===== src/rtl/cmp_pkg.sv =====
// Shared types for the sequential magnitude comparator: FSM states,
// cascade decode and the one-hot {less, equal, greater} result encoding.
package cmp_pkg;

    typedef enum logic {
        ST_IDLE,
        ST_CMP
    } state_t;

    // Result bits map directly onto {lout, eout, gout}
    typedef enum logic [2:0] {
        RES_NONE = 3'b000,
        RES_LT   = 3'b100,
        RES_EQ   = 3'b010,
        RES_GT   = 3'b001
    } res_t;

    // How the higher-order stage constrains this comparison
    typedef enum logic [1:0] {
        CASC_CMP,
        CASC_GT,
        CASC_LT
    } casc_t;

    // ein wins, then gin; anything else is treated as less (lin implied)
    function automatic casc_t casc_decode(input logic ein, input logic gin);
        if (ein)      return CASC_CMP;
        else if (gin) return CASC_GT;
        else          return CASC_LT;
    endfunction

endpackage


===== src/rtl/digit_comparator.sv =====
// Combinational compare of one DIGIT-wide slice of the operands.
module digit_comparator #(
    parameter int unsigned DIGIT = 4
) (
    input  logic [DIGIT-1:0] a,
    input  logic [DIGIT-1:0] b,
    output logic             lt,
    output logic             eq,
    output logic             gt
);

    // Unsigned relation of the two digits
    always_comb begin
        lt = (a < b);
        eq = (a == b);
        gt = (a > b);
    end

endmodule


===== src/rtl/seq_magnitude_comparator.sv =====
// Digit-serial magnitude comparator: examines DIGIT bits per cycle from the
// MSB end and stops at the first unequal digit, with cascade inputs so that
// several stages can be chained.
module seq_magnitude_comparator
    import cmp_pkg::*;
#(
    parameter int unsigned WIDTH = 32,
    parameter int unsigned DIGIT = 4
) (
    input  logic             clk,
    input  logic             rstn,
    input  logic             start,
    input  logic [WIDTH-1:0] a,
    input  logic [WIDTH-1:0] b,
    input  logic             signed_mode,
    input  logic             lin,
    input  logic             ein,
    input  logic             gin,
    output logic             busy,
    output logic             done,
    output logic             lout,
    output logic             eout,
    output logic             gout
);

    localparam int unsigned NDIG = WIDTH / DIGIT;
    localparam int unsigned CW   = (NDIG > 1) ? $clog2(NDIG) : 1;
    localparam logic [CW-1:0] LAST_DIG = CW'(NDIG - 1);

    generate
        if ((WIDTH % DIGIT) != 0) begin : g_bad_digit
            $error("seq_magnitude_comparator: WIDTH must be a multiple of DIGIT");
        end
    endgenerate

    state_t           state_q, state_d;
    logic [CW-1:0]    cnt_q, cnt_d;
    logic [WIDTH-1:0] a_q, a_d;
    logic [WIDTH-1:0] b_q, b_d;
    casc_t            casc_q, casc_d;
    res_t             res_q, res_d;
    logic             done_q, done_d;

    logic             dig_lt, dig_eq, dig_gt;
    logic [WIDTH-1:0] sign_flip;

    // lin carries no information beyond !ein && !gin
    logic             unused_lin;
    assign unused_lin = lin;

    // Operands shift left each cycle, so the digit under test is always the top one
    digit_comparator #(
        .DIGIT (DIGIT)
    ) u_digit (
        .a  (a_q[WIDTH-1 -: DIGIT]),
        .b  (b_q[WIDTH-1 -: DIGIT]),
        .lt (dig_lt),
        .eq (dig_eq),
        .gt (dig_gt)
    );

    // Next-state, operand shift and result decision
    always_comb begin
        state_d   = state_q;
        cnt_d     = cnt_q;
        a_d       = a_q;
        b_d       = b_q;
        casc_d    = casc_q;
        res_d     = res_q;
        done_d    = 1'b0;
        // Flipping the sign bit maps two's-complement order onto unsigned order
        sign_flip = signed_mode ? (WIDTH'(1) << (WIDTH - 1)) : '0;

        case (state_q)
            ST_IDLE: begin
                if (start) begin
                    state_d = ST_CMP;
                    cnt_d   = '0;
                    a_d     = a ^ sign_flip;
                    b_d     = b ^ sign_flip;
                    casc_d  = casc_decode(ein, gin);
                end
            end
            ST_CMP: begin
                if (casc_q == CASC_GT) begin
                    res_d   = RES_GT;
                    done_d  = 1'b1;
                    state_d = ST_IDLE;
                end else if (casc_q == CASC_LT) begin
                    res_d   = RES_LT;
                    done_d  = 1'b1;
                    state_d = ST_IDLE;
                end else if (!dig_eq) begin
                    res_d   = dig_lt ? RES_LT : (dig_gt ? RES_GT : RES_NONE);
                    done_d  = 1'b1;
                    state_d = ST_IDLE;
                end else if (cnt_q == LAST_DIG) begin
                    res_d   = RES_EQ;
                    done_d  = 1'b1;
                    state_d = ST_IDLE;
                end else begin
                    cnt_d = cnt_q + CW'(1);
                    a_d   = a_q << DIGIT;
                    b_d   = b_q << DIGIT;
                end
            end
            default: state_d = ST_IDLE;
        endcase
    end

    // State, datapath and result registers
    always_ff @(posedge clk or negedge rstn) begin
        if (!rstn) begin
            state_q <= ST_IDLE;
            cnt_q   <= '0;
            a_q     <= '0;
            b_q     <= '0;
            casc_q  <= CASC_CMP;
            res_q   <= RES_NONE;
            done_q  <= 1'b0;
        end else begin
            state_q <= state_d;
            cnt_q   <= cnt_d;
            a_q     <= a_d;
            b_q     <= b_d;
            casc_q  <= casc_d;
            res_q   <= res_d;
            done_q  <= done_d;
        end
    end

    assign busy               = (state_q == ST_CMP);
    assign done               = done_q;
    assign {lout, eout, gout} = res_q;

endmodule

===== config.mk =====
export PLATFORM = sky130hd
export DESIGN_NAME = seq_magnitude_comparator
export DESIGN_NICKNAME = d
export VERILOG_FILES = /design/src/rtl/cmp_pkg.sv /design/src/rtl/digit_comparator.sv /design/src/rtl/seq_magnitude_comparator.sv
export SDC_FILE = /design/constraint.sdc
export NUM_CORES = 1
export LEC_CHECK = 0
export ABC_AREA = 1
export CORE_MARGIN = 3
export CORE_UTILIZATION = 48
export DETAILED_ROUTE_END_ITERATION = 7
export PLACE_DENSITY = 0.73
export SKIP_LAST_GASP = 1
export SLEW_MARGIN = 25
export SYNTH_ARGS = -nofsm -noshare
export SYNTH_HDL_FRONTEND = slang
export SYNTH_SLANG_ARGS = --single-unit

===== constraint.sdc =====
create_clock -name clk -period 1.6 [get_ports clk]
set_input_delay 0.32 -clock clk [delete_from_list [all_inputs] [get_ports clk]]
set_output_delay 0.32 -clock clk [all_outputs]
set_load 0.02 [all_outputs]

==> out/summary.txt, run 1 <==
Setup Crit Path Kind - reg -> reg
Worst IR Drop VDD - 0.000662 V
Clk sink count - 74
Final wirelength - 10700 um
Ports - 76
Metal2 WL - 5320 um
CTS root buf - clkbuf_8
Util after Layout - 68.4%
Worst Tran Pin Value - 0.491 ns
Synthesized Nets - 625
Status - finished, violations left
Crit share post-route - 104%
Die ar. - 0.00972 mm2
First DRT Iteration DRCs - 243
Core area - 0.00826 mm2
Non-filler cells, final - 747
Hold Crit Class - in -> async
Setup Viol. Count Final - 45
Max_cap viols - 0
Leak Pwr - 0.00298 uW
Residual DRC - 0
Total GRT Usage - 21.5%
Area Overhead vs Synth - 37.2%
Critical Path AT - 1.96 ns
Slowest-stage cell, CP - dfrtp_1
Synth Register Bits - 74
Max layer used - met4
Vias per cell - 5.28
Met1 wire length - 4520 um
Fill cells - 668
Final-stage net count - 714
Clock transition at path regs - 0.08 ns
FP Rows - 33
Power Total - 9140 uW
Fraction of layout cells with a size suffix above 1 - 17.4%
Remaining global-route overflow - 0
GP Congestion - 0.894
Die Wd - 98.6 um
Initial DRT Pass Iterations - 5
Met3 wire length - 704 um
Power Density - 1620 mW/mm2
Warnings from Yosys - 0
Fin. Hold Viols - 0
Required time of the worst setup path - 1.89 ns
Worst-path cell chain - ha_4 -> nand2_2 -> nor2_8 -> nand3_4 -> nand2_4 -> buf_12 -> clkbuf_16 -> nand3_1 -> nand2_1
Unrepaired setup endpoints after global routing - true
Relative slew slack - 67.3%
Synth cell types - 23
Post-synthesis cell area - 0.00412 mm2
Most frequent cells in the layout - nand2_1 (261), nand3_1 (96), dfrtp_1 (73), clkdlybuf4s50_1 (68), nand3_2 (33)
Crit-path leading delay family - simple AND/OR/NAND/NOR gates
HPWL Detailed - 6760 um
Buffers and inverters on the worst path - 2
CTS buffer count - 9
Placed cell area - 0.00506 mm2
Minimum clock period - 1.67 ns
Vias in the first global route - 3824
Largest stage delay on the critical path - 0.42 ns
N_diodes - 0
Slew Limit Fails - 0
Initial core utilization - 49.8%
Most common cell after layout, fill and taps aside - nand2_1
Routed vias - 3943
Largest net degree at the start of global routing - 42
First-pass GRT wire length - 17200 um
CP Capture Type - register
Synthesized instance count - 548
Final Skew - 0.00738 ns
Post-route cell area - 0.00565 mm2
Post-route ant nets - 0
Fmax - 599 MHz
Hold WS - 0.478 ns
CTS tree - built
I/O Buffers - 74
Mean Syn Cell Area - 7.51 um2
Seq/Total Area, Yosys - 45.0%
CTS H-Tree Depth - 3
Startpoint types - register
DR WL/cell - 14.4 um
Post-route setup slack - -0.0702 ns
Failing checks - setup timing
Bufs on Longest Clock Path - 2
Initial antenna violation count - 0
Placed insts - 713
Die height - 98.6 um
Clk Latency, worst-skew pair - 0.35 ns
Worst Path Max Fanout - 10
cell usage after synthesis:
cell	n	area, um2
inv_1	14	52.6
dfrtp_1	74	1850
o21ai_1	3	15.0
nor2_1	4	15.0
inv_2	3	11.3
buf_4	6	45.0
ha_1	6	75.1
o21ai_0	1	5.00
nand3_2	20	200
buf_2	17	85.1
nand2_1	263	987
nand4_4	1	21.3
nand2_4	1	11.3
o31ai_1	1	7.51
nand3_1	110	551
buf_6	8	90.1
nand3b_1	2	15.0
a21oi_1	1	5.00
nor2_2	2	12.5
nand2_2	1	6.26
nor2_8	1	20.0
buf_1	2	7.51
clkbuf_1	7	26.3
through the flow:
step	setup TNS (ns)	worst slack (ns)
after CTS	-0.0705	-0.0138
after global routing	-7.34	-0.154
after detailed placement	-0.0280	-0.0108
after global placement	0	0.0142
after floorplan	0	0.0587
final	-1.62	-0.0702
sequential cells by signal, summed over array words and instances (netlist names):
name    flops
a_q        32
b_q        32
cnt_q       3
busy        1
res_q       3
casc_q      2
done        1
logic make-up after synthesis:
group / synth area share, %
buffers and inverters: 7.72
AND/OR/NAND/NOR: 44.7
flip-flops: 45.0
AO/OA/AOI/OAI: 0.790
adder cells (fa/ha/maj): 1.82
timing repair:
item,4_1_cts,5_1_grt
pin swaps,3,19
hold endpoints to repair,32,0
endpoints found under the setup margin,62,71
setup buffers,7,5
hold buffers,1,0
cloned,1,4
resized for setup,9,21
path summary, 6_finish.rpt:
| check | start | end | slack, ns | depth (start not counted) |
|---|---|---|---|---|
| max | a_q[31] | b_q[14] | -0.07 | 9 |
| min in group clk | res_q[1] | res_q[1] | 0.49 | 2 |
| max reg2reg | a_q[31] | b_q[14] | -0.07 | 9 |
| max in group asynchronous | rstn | a_q[15] | 0.59 | 3 |
| min reg2reg | res_q[1] | res_q[1] | 0.49 | 2 |
| min | rstn | b_q[31] | 0.48 | 2 |
final cells by class:
cell class | count | area [um2] | area share [%]
multi-input combinational | 417 | 2090 | 37.0
sequential | 74 | 1850 | 32.8
timing repair buffer | 118 | 1310 | 23.2
clock buffer | 11 | 151 | 2.68
tap | 105 | 131 | 2.33
inverter | 17 | 63.8 | 1.13
clock inverter | 5 | 52.6 | 0.930
power breakdown:
| group | internal [uW] | switching [uW] | leakage [uW] |
|---|---|---|---|
| registers | 2720 | 531 | 0.000907 |
| clock network | 797 | 707 | 0.000105 |
| logic | 2060 | 2330 | 0.00197 |
| total | 5580 | 3560 | 0.00298 |
routing by layer:
metal / vias to the layer above / GRT usage [%]
li1: 1929 / -
met1: 1834 / 27.7
met2: 158 / 36.6
met3: 22 / 3.82
met4: 0 / 7.35
met5: - / 0
Note: power is estimated with default switching activity, not from simulation.
==> inputs of run 2 (changes only) <==
MAX_ROUTING_LAYER = met4   (was default)
==> out/summary.txt, run 2 (synthesis gave the netlist of run 1 again) <==
Status - finished, violations left
Failing checks - setup timing
Fraction of layout cells with a size suffix above 1 - 17.9% (+0.44 points)
Unrepaired setup endpoints after global routing - true
CTS H-Tree Depth - 3 (unchanged)
Core area - 0.00826 mm2 (unchanged)
Placed insts - 713 (unchanged)
Most common cell after layout, fill and taps aside - nand2_1
Critical Path AT - 1.97 ns (about the same)
Relative slew slack - 67.4% (+0.12 points)
Worst Path Max Fanout - 9 (-1)
Routed vias - 3950 (+0.18%)
Clk Latency, worst-skew pair - 0.35 ns (about the same)
FP Rows - 33 (unchanged)
Fill cells - 663 (-0.75%)
Post-route ant nets - 0 (unchanged)
CTS buffer count - 9 (unchanged)
Die ar. - 0.00972 mm2 (unchanged)
Vias in the first global route - 3819 (-0.13%)
CTS tree - built
First-pass GRT wire length - 17200 um (+0.20%)
Residual DRC - 0 (unchanged)
CP Capture Type - register
Worst-path cell chain - ha_1 -> nand2_2 -> nor2_8 -> nand3_4 -> nand2_4 -> buf_12 -> clkbuf_16 -> nand3_1 -> nand2_1
Final-stage net count - 715 (+0.14%)
Setup Viol. Count Final - 44 (-2.2%)
Fmax - 597 MHz (-0.29%)
GP Congestion - 0.909 (+1.7%)
Crit share post-route - 105% (+0.30 points)
Total GRT Usage - 22.2% (+0.71 points)
R2r startpoint - a_q[30]
Slew Limit Fails - 0 (unchanged)
Post-route setup slack - -0.0750 ns (-0.00480 ns)
Setup Crit Path Kind - reg -> reg
Area Overhead vs Synth - 37.6%
Required time of the worst setup path - 1.89 ns (about the same)
Fin. Hold Viols - 0 (unchanged)
First DRT Iteration DRCs - 257 (+5.8%)
HPWL Detailed - 6760 um (unchanged)
Remaining global-route overflow - 0 (unchanged)
Clk sink count - 74 (unchanged)
Leak Pwr - 0.00299 uW (+0.19%)
I/O Buffers - 74 (unchanged)
CTS root buf - clkbuf_8
Bufs on Longest Clock Path - 2 (unchanged)
Total negative slack - -1.69 ns (-0.0667 ns)
Top Registers - a_q x32, b_q x32
DR WL/cell - 14.4 um (-0.18%)
Startpoint types - register
Slowest-stage cell, CP - dfrtp_1
Initial core utilization - 49.8% (unchanged)
Die height - 98.6 um (unchanged)
Final Skew - 0.00711 ns (-0.000265 ns)
Hold Crit Class - in -> async
Reg2reg end - a_q[31]
Ports - 76 (unchanged)
Minimum clock period - 1.68 ns (+0.00480 ns)
Worst Tran Pin Value - 0.489 ns (-0.00176 ns)
Vias per cell - 5.28 (about the same)
Clock transition at path regs - 0.07 ns (about the same)
Largest net degree at the start of global routing - 42 (unchanged)
Worst IR Drop VDD - 0.000667 V (+0.79%)
Largest stage delay on the critical path - 0.40 ns (-0.02 ns)
N_diodes - 0 (unchanged)
Initial DRT Pass Iterations - 5 (unchanged)
Initial antenna violation count - 0 (unchanged)
Non-filler cells, final - 748 (+0.13%)
Power Total - 9170 uW (+0.31%)
Depth of the worst register-to-register path - 9 (unchanged)
Hold WS - 0.476 ns (-0.00135 ns)
Die Wd - 98.6 um (unchanged)
R2R Setup Slk - -0.08 ns (about the same)
Most frequent cells in the layout - nand2_1 (259), nand3_1 (96), dfrtp_1 (73), clkdlybuf4s50_1 (68), nand3_2 (33)
Power Density - 1620 mW/mm2 (about the same)
Final wirelength - 10700 um (about the same)
Max_cap viols - 0 (unchanged)
## run 2: cell types whose count changed in the layout (fill, tap and decap cells not counted)
cell / delta
nand2_1: -2
nand2_2: +2
buf_6: +1
## run 2: power by group
group / total, uW / internal [uW] / switching [uW]
combinational: 4410 / 2080 / 2340
sequential: 3260 / 2720 / 533
clock: 1500 / 797 / 703
total: 9170 / 5600 / 3570
## run 2: critical path: cells and delay by family, from the launching register on
family / cells / cell delay, ns
simple gates: 6 / 0.59
buf+inv: 2 / 0.32
flops: 1 / 0.40
fa+ha+maj: 1 / 0.30
## run 2: layout make-up
type                       instances  area, um2  share of cell area [%]
clock buffer                      11        151                    2.67
clock inverter                     5       52.6                   0.928
inverter                          17       63.8                    1.13
multi-input combinational        417       2090                    36.9
sequential                        74       1850                    32.7
tap                              105        131                    2.32
timing repair buffer             119       1320                    23.3
## run 2: worst max path at each step
stage	slack, ns	end	depth (start not counted)	from
after floorplan	0.06	a_q[19]	8	cnt_q[0]
after global placement	0.01	b_q[18]	7	cnt_q[0]
after detailed placement	-0.01	b_q[19]	8	cnt_q[0]
after CTS	-0.01	b_q[19]	9	a_q[30]
after global routing	-0.16	a_q[6]	10	b_q[30]
final	-0.08	a_q[31]	9	a_q[30]
## run 2: metal layers
metal  track usage (%)  up-vias  wire length [um]
li1                  -     1932                 -
met1              27.8     1842              4490
met2              36.6      151              5390
met3              3.89       25               641
met4              7.35        0               212
met5                 -        -                 0
## run 2: timing repair
| item | 4_1_cts | 5_1_grt |
|---|---|---|
| endpoints found under the hold margin | 32 | 0 |
| cloned | 1 | 5 |
| pin swaps | 3 | 20 |
| hold buffers | 1 | 0 |
| resized for setup | 9 | 23 |
| setup endpoints to repair | 62 | 71 |
| setup buffers | 7 | 5 |
## run 2: per-stage QoR
| stage | setup slack [ns] | area (um2) | util [%] |
|---|---|---|---|
| after detailed placement | -0.0108 | 5060 | 61.2 |
| final | -0.0750 | 5660 | 68.6 |
| after global placement | 0.0142 | 5060 | 61.2 |
| after CTS | -0.0138 | 5390 | 65.3 |
| after global routing | -0.160 | 5660 | 68.6 |
| after floorplan | 0.0587 | 4120 | - |
==> inputs of run 3 (changes only) <==
CELL_PAD_IN_SITES_DETAIL_PLACEMENT = 2   (was default)
CELL_PAD_IN_SITES_GLOBAL_PLACEMENT = 2   (was default)
CORE_UTILIZATION = 27   (was 48)
PLACE_DENSITY = 0.72   (was 0.73)
==> out/summary.txt, run 3 (synthesis gave the netlist of run 1 again) <==
Clk Latency, worst-skew pair - 0.34 ns (about the same)
Area Overhead vs Synth - 41.3%
Startpoint types - register
Setup Viol. Count Final - 20 (-55%)
Routed vias - 3977 (+0.68%)
Power Density - 1740 mW/mm2 (+7.3%)
Top Registers - a_q x32, b_q x32
Worst Tran Pin Value - 0.522 ns (+0.0325 ns)
Most frequent cells in the layout - nand2_1 (258), nand3_1 (101), dfrtp_1 (73), clkdlybuf4s50_1 (68), nand3_2 (28)
Die height - 129 um (+31%)
Die Wd - 129 um (+31%)
CTS H-Tree Depth - 3 (unchanged)
Largest net degree at the start of global routing - 42 (unchanged)
I/O Buffers - 74 (unchanged)
CTS buffer count - 9 (unchanged)
Fraction of layout cells with a size suffix above 1 - 16.7% (-1.2 points)
Clock transition at path regs - 0.06 ns (about the same)
Placed cell area - 0.00521 mm2 (+3.0%)
N_diodes - 0 (unchanged)
Post-route setup slack - -0.0579 ns (+0.0171 ns)
Power Total - 10100 uW (+10%)
Remaining global-route overflow - 0 (unchanged)
Initial DRT Pass Iterations - 4 (-1)
Fmax - 603 MHz (+1.0%)
CP Capture Type - register
HPWL Detailed - 9070 um (+34%)
Max_cap viols - 0 (unchanged)
CTS tree - built
Total negative slack - -0.281 ns (+1.41 ns)
Hold Crit Start - res_q[0]
DR WL/cell - 17.2 um (+20%)
Most common cell after layout, fill and taps aside - nand2_1
Ports - 76 (unchanged)
Relative slew slack - 65.2% (-2.2 points)
Placed insts - 794 (+11%)
Bufs on Longest Clock Path - 2 (unchanged)
Post-route cell area - 0.00582 mm2 (+2.7%)
Vias per cell - 4.86 (-7.9%)
Unrepaired setup endpoints after global routing - true
Post-route ant nets - 0 (unchanged)
Worst Path Max Fanout - 15 (+6)
CTS root buf - clkbuf_16
FP Rows - 44 (+33%)
Crit share post-route - 104% (-1.1 points)
Critical Path AT - 1.93 ns (-0.04 ns)
Crit path launch - b_q[31]
Residual DRC - 0 (unchanged)
R2r startpoint - b_q[31]
Final-stage net count - 706 (-1.3%)
Initial antenna violation count - 0 (unchanged)
Leak Pwr - 0.00299 uW (about the same)
Required time of the worst setup path - 1.87 ns (-0.02 ns)
Non-filler cells, final - 818 (+9.4%)
Clk sink count - 74 (unchanged)
Fin. Hold Viols - 0 (unchanged)
Util after Layout - 39.6% (-29 points)
Final wirelength - 14100 um (+31%)
Vias in the first global route - 4382 (+15%)
Setup Crit Path Kind - reg -> reg
GP Congestion - 0.730 (-20%)
Slew Limit Fails - 0 (unchanged)
Core area - 0.0147 mm2 (+78%)
Die ar. - 0.0168 mm2 (+72%)
R2R Setup Slk - -0.06 ns (+0.02 ns)
First DRT Iteration DRCs - 199 (-23%)
Fill cells - 1668 (+150%)
Hold Crit Class - reg -> reg
Worst IR Drop VDD - 0.000656 V (-1.7%)
Total GRT Usage - 16.8% (-5.4 points)
Failing checks - setup timing
Status - finished, violations left
Final Skew - 0.00703 ns (-0.0000771 ns)
Minimum clock period - 1.66 ns (-0.0171 ns)
First-pass GRT wire length - 21900 um (+27%)
Initial core utilization - 28.0% (-22 points)
run 3: cell types whose count changed in the layout (fill, tap and decap cells not counted), sizes merged:
| cell | before | now |
|---|---|---|
| clkinv | 3 | 1 |
| bufinv | 1 | 2 |
| buf | 41 | 33 |
| nand2 | 265 | 266 |
| clkbuf | 15 | 14 |
run 3: layout make-up:
type	count	area (um2)	area share (%)
Multi-Input combinational cell	418	2110	36.3
Inverter	17	63.8	1.10
Tap cell	184	230	3.96
Timing Repair Buffer	109	1220	20.9
Clock buffer	12	267	4.58
Sequential cell	74	1850	31.8
Clock inverter	4	72.6	1.25
run 3: power by group:
group / internal, uW / total, uW / switching, uW
sequential: 2730 / 3280 / 555
clock: 1490 / 2320 / 824
combinational: 1960 / 4500 / 2540
total: 6180 / 10100 / 3920
run 3: worst paths after layout:
path                             end  cells after the start
min in group asynchronous  casc_q[1]                      2
hold / removal              res_q[0]                      2
max in group asynchronous   cnt_q[1]                      3
setup / recovery             a_q[30]                      9
hold reg to reg             res_q[0]                      2
setup reg to reg             a_q[30]                      9
run 3: timing repair:
item	4_1_cts	5_1_grt
cloned	0	3
buffers inserted	2	2
hold buffers	1	0
endpoints found under the hold margin	31	0
resized for setup	13	25
pin swaps	5	8
endpoints found under the setup margin	69	71
run 3: worst max-delay path, stage by stage, from the launching register on:
cell and delay [ns]:
dfrtp_1 0.35, inv_1 0.08, ha_4 0.29, nand2_4 0.07, nor2_8 0.16, nand3_4 0.14, nand2_8 0.15, buf_12 0.15
nand3_1 0.11, nand2_1 0.09
run 3: metal layers:
metal / vias to the layer above / GRT usage (%) / routed length, um
met4: 0 / 4.77 / 210
met2: 63 / 30.0 / 7300
met1: 1991 / 20.1 / 6180
met3: 13 / 1.65 / 391
met5: - / - / 0
li1: 1910 / - / -
run 3: stage by stage:
stage,worst slack [ns],hold WS [ns]
global placement,-0.0617,0.326
finish,-0.0579,0.476
CTS,-0.0335,0.486
detailed placement,-0.130,0.331
global route,-0.136,0.538
floorplan,0.0587,0.0244
